File: src/rtl/jk_excite_driver.sv
// rtl/jk_excite_driver.sv - J/K excitation driver with readback verify, retry and sticky fault (optional stats: JKDRV_STATS_EN)
module jk_excite_driver #(
  parameter int WIDTH     = 8,
  parameter int MODE      = 0,
  parameter int MAX_RETRY = 2,
  parameter int ERR_CNT_W = 8
) (
  input  logic                 clk,
  input  logic                 rst_n,
  input  logic                 in_valid,
  output logic                 in_ready,
  input  logic [WIDTH-1:0]     in_data,
  input  logic [WIDTH-1:0]     q_fb,
  output logic [WIDTH-1:0]     j,
  output logic [WIDTH-1:0]     k,
  output logic                 done,
  output logic                 err,
  output logic                 fault,
  input  logic                 clear_fault,
  output logic [ERR_CNT_W-1:0] err_cnt
`ifdef JKDRV_STATS_EN
  ,
  output logic [15:0]          done_cnt,
  output logic [WIDTH-1:0]     last_toggled
`endif
);

  typedef enum logic [1:0] {IDLE, DRIVE, CHECK, FAULT} state_t;

  state_t           state;
  state_t           state_nx;
  logic [WIDTH-1:0] target_r;
  logic [3:0]       retry_cnt;
  logic [WIDTH-1:0] diff;
  logic             match;
  logic             retry_left;

  // Bits that still differ between the bank and the requested word
  assign diff       = target_r ^ q_fb;
  assign match      = (diff == '0);
  assign retry_left = (retry_cnt < 4'(MAX_RETRY));

  // State register
  always_ff @(posedge clk) begin
    if (!rst_n) state <= IDLE;
    else        state <= state_nx;
  end

  // Next state and outputs; done/err are masked while reset is asserted so an aborted check emits nothing
  always_comb begin
    state_nx = state;
    in_ready = 1'b0;
    j        = '0;
    k        = '0;
    done     = 1'b0;
    err      = 1'b0;
    fault    = 1'b0;
    case (state)
      IDLE: begin
        in_ready = 1'b1;
        if (in_valid) state_nx = DRIVE;
      end
      DRIVE: begin
        // Only differing bits are excited; matching bits hold with j=k=0
        if (MODE == 0) begin
          j = target_r & diff;
          k = ~target_r & diff;
        end else begin
          j = diff;
          k = diff;
        end
        state_nx = CHECK;
      end
      CHECK: begin
        if (match) begin
          done     = rst_n;
          state_nx = IDLE;
        end else begin
          err      = rst_n;
          state_nx = retry_left ? DRIVE : FAULT;
        end
      end
      FAULT: begin
        fault = 1'b1;
        if (clear_fault) state_nx = IDLE;
      end
      default: state_nx = IDLE;
    endcase
  end

  // Captured target, retry counter and saturating mismatch counter
  always_ff @(posedge clk) begin
    if (!rst_n) begin
      target_r  <= '0;
      retry_cnt <= '0;
      err_cnt   <= '0;
    end else begin
      if (state == IDLE && in_valid) begin
        target_r  <= in_data;
        retry_cnt <= '0;
      end
      if (state == CHECK && !match) begin
        if (err_cnt != '1) err_cnt <= err_cnt + ERR_CNT_W'(1);
        if (retry_left)    retry_cnt <= retry_cnt + 4'd1;
      end
    end
  end

`ifdef JKDRV_STATS_EN
  // Completed-write counter (wraps) and the bit set the first drive of each write had to change
  always_ff @(posedge clk) begin
    if (!rst_n) begin
      done_cnt     <= '0;
      last_toggled <= '0;
    end else begin
      if (state == CHECK && match)            done_cnt     <= done_cnt + 16'd1;
      if (state == DRIVE && retry_cnt == 4'd0) last_toggled <= diff;
    end
  end
`endif

endmodule

File: config.mk
export PLATFORM = sky130hd
export DESIGN_NAME = jk_excite_driver
export DESIGN_NICKNAME = d
export VERILOG_FILES = /design/src/rtl/jk_excite_driver.sv
export SDC_FILE = /design/constraint.sdc
export NUM_CORES = 1
export LEC_CHECK = 0
export CORE_MARGIN = 5
export CORE_UTILIZATION = 40
export CTS_CLUSTER_SIZE = 30
export DETAILED_ROUTE_END_ITERATION = 8
export PLACE_DENSITY = 0.75
export SETUP_SLACK_MARGIN = 0.1
export SYNTH_ARGS = -nofsm -noshare
export SYNTH_HDL_FRONTEND = slang
export SYNTH_SLANG_ARGS = --single-unit
File: constraint.sdc
create_clock -name clk -period 1.4 [get_ports clk]
set_input_delay 0.21 -clock clk [delete_from_list [all_inputs] [get_ports clk]]
set_output_delay 0.21 -clock clk [all_outputs]
set_load 0.1 [all_outputs]
==> results.toml <==
[floorplanning]
coreArea_um2 = 3280
die_w_um = 67.7
rows = 21
start_util = 0.405
die-area_um2 = 4580
ios = 48
die_h_um = 67.7

[placement]
place.gp.congestion = 0.802
hpwl_mm = 3.23
portBuffers = 47
dpl_cell_area_um2 = 2480
dp.cells = 283

[synthesis]
synth_flop_cell = "dfxtp_1"
synthMostInstantiatedCell = "nand2_1"
synth_area_um2 = 1330
syn_nets = 206
syn_inst = 168
synth_edf_count = 0
yosysTopAreaCell = "dfxtp_1"
yosys-top-cells-area = "dfxtp_1 (33%), ha_1 (17%), and2_1 (8.5%)"
async_reset_ff_frac = 0
synth.distinct_cells = 28
syn_avg_cell_area_um2 = 7.92
ys.warnings.count = 0
yosysSeqAreaShare = 0.331
synth_commonest_cells = "nand2_1 (26), dfxtp_1 (22), inv_1 (19), and2_1 (18), ha_1 (18)"
ys_ff_latch = 22
synth_top_area_share = 0.331

[setup_path]
crit_fanout = 2
start_kind = "register"
crit_required_ns = 1.19
setup.worst_path.end_class = "output port"
crit_type = "reg2out"
arrival_ns = 1.82

[drt]
drc = 0
vias = 1687
wl_mm = 6.77
ant_nets = 0
drt_pass1_iterations = 4
first_iter_violations = 111
detail_route.vias_per_cell = 5.55
routedWlPerCell_um = 22.3

[clock_tree]
clockBufferDepth = 2
insertion_delay_ns = 0.33
numCtsBuffers = 3
tritoncts = "built"
cts.sinks = 22
clk_pin_slew_ns = 0.13
root_buffer = "clkbuf_4"
postCtsHoldBufs = 0
htreeDepth = 1

[timing]
max-slew-margin-rel = 0.642
hold-worst-slack_ns = 0.452
hold_violations = 0
setup_viol = 35
timing_max_transition_violations_final = 0
worst_slack_ns = -0.625
layout_min_cycle_time_ns = 2.03
clock_skew_ns = 0.00229
min_period_over_period = 1.45
max_freq_ghz = 0.494
rsz0062_at_grt = "true"
worstMarginPinSlew_ns = 0.533

[global_route]
grt_start_max_net_pins = 16
grt_pass1_vias = 1656
gr-usage-all-layers = 0.227
antenna_found_initial = 0
overflow = 0
grt_pass1_wl_mm = 7.70

[finish]
drive_gt1_frac = 0.620
final_nets = 297
fin_area_um2 = 2970
syn2layout_area_growth_pct = 123
fin_cells = 304
n_antenna_cell = 0

[run_status]
outcome = "finished with violations"
violations = "negative setup slack"

[power_and_ir_drop]
switchingPower_uw = 670
clock_power_share = 0.181
power_density_nw_per_um2 = 601
combPwrFrac = 0.445
power.leakage_nw = 1.25
cell_internal_pwr_mw = 1.12
vdd_drop_max_mv = 0.511
seqPwrFrac = 0.373
finalPower_mw = 1.79
swShare = 0.375

[flow_run]
drv_cap = 0

[worst_hold_path]
hold_class = "in2reg"
-- state kept, by name (all words and copies together), names as in the netlist --
name / flops
target_r: 8
state: 2
err_cnt: 8
retry_cnt: 4
-- cell families (layout without fill, tap and decap cells) --
| family | count (synthesis) | after routing | share of synthesized area |
|---|---|---|---|
| AND/OR/NAND/NOR | 73 | 74 | 0.287 |
| AO/OA/AOI/OAI | 28 | 28 | 0.127 |
| buffers and inverters | 25 | 114 | 0.0714 |
| flip-flops | 22 | 22 | 0.331 |
| adder cells (fa/ha/maj) | 18 | 18 | 0.169 |
| multiplexers | 2 | 2 | 0.0150 |
-- timing repair --
action / in CTS / in global routing
gates cloned: 1 / 1
gates resized for setup: 41 / 51
setup buffers: 11 / 10
endpoints found under the setup margin: 33 / 39
pin swaps: 24 / 24
-- cells in the final DEF, fill, tap and decap left out, types with 4 or more instances in the layout --
master	Yosys	final
buf_12	0	31
buf_4	0	27
and2_4	0	18
inv_1	19	17
nand2_1	26	13
buf_6	0	13
dfxtp_2	0	12
clkdlybuf4s50_1	0	11
ha_4	0	9
ha_1	18	9
nand2_2	0	8
a21oi_2	0	8
dlygate4sd2_1	0	8
a21oi_1	13	5
dfxtp_4	0	5
dfxtp_1	22	5
nand4_1	4	4
nand2_4	0	4
o31ai_1	4	4
-- path summary, 6_finish.rpt --
kind / start / endpoint / slack (ns) / cells past startpoint
max: target_r[6] / done / -0.63 / 5
min reg2reg: retry_cnt[2] / retry_cnt[2] / 0.52 / 2
max reg2reg: target_r[3] / err_cnt[7] / -0.53 / 7
min: in_data[3] / target_r[3] / 0.45 / 3
-- worst max-delay path: stages, from the launching register on --
cell     delay, ns
dfxtp_2       0.37
ha_4          0.26
nand4_1       0.21
buf_4         0.22
nor3_4        0.21
buf_12        0.21
-- metrics by stage --
stage / setup WS (ns) / utilization / TNS (ns)
2_1_floorplan: -0.374 / - / -2.16
3_3_place_gp: -0.683 / 0.756 / -9.59
3_5_place_dp: -0.751 / 0.756 / -10.44
4_1_cts: -0.510 / 0.831 / -8.68
5_1_grt: -0.691 / 0.904 / -13.59
6_report: -0.625 / 0.904 / -11.43
-- metal layers --
layer | GRT usage | part of all wire | vias to the layer above
li1 | - | - | 744
met3 | 0.0316 | 0.064 | 31
met4 | 0.0911 | 0.053 | 0
met2 | 0.456 | 0.52 | 89
met1 | 0.229 | 0.36 | 823
met5 | 0 | 0 | -
-- area by class of cell --
cell class                      instances  area, µm²
Multi-Input combinational cell        122       1170
Tap cell                               46       57.6
Sequential cell                        22        474
Clock buffer                            4       26.3
Inverter                               19       73.8
Timing Repair Buffer                   91       1160
Fill cell                             124        315
-- power groups by stage --
stage / sequential, mW / combinational (mW) / clock (mW)
after floorplan: 0.688 / 0.304 / 0
after global placement: 0.667 / 0.565 / 0
after detailed placement: 0.669 / 0.581 / 0
after CTS: 0.660 / 0.663 / 0.309
after global routing: 0.669 / 0.828 / 0.338
final: 0.667 / 0.795 / 0.324
Note: power is estimated with default switching activity, not from simulation.
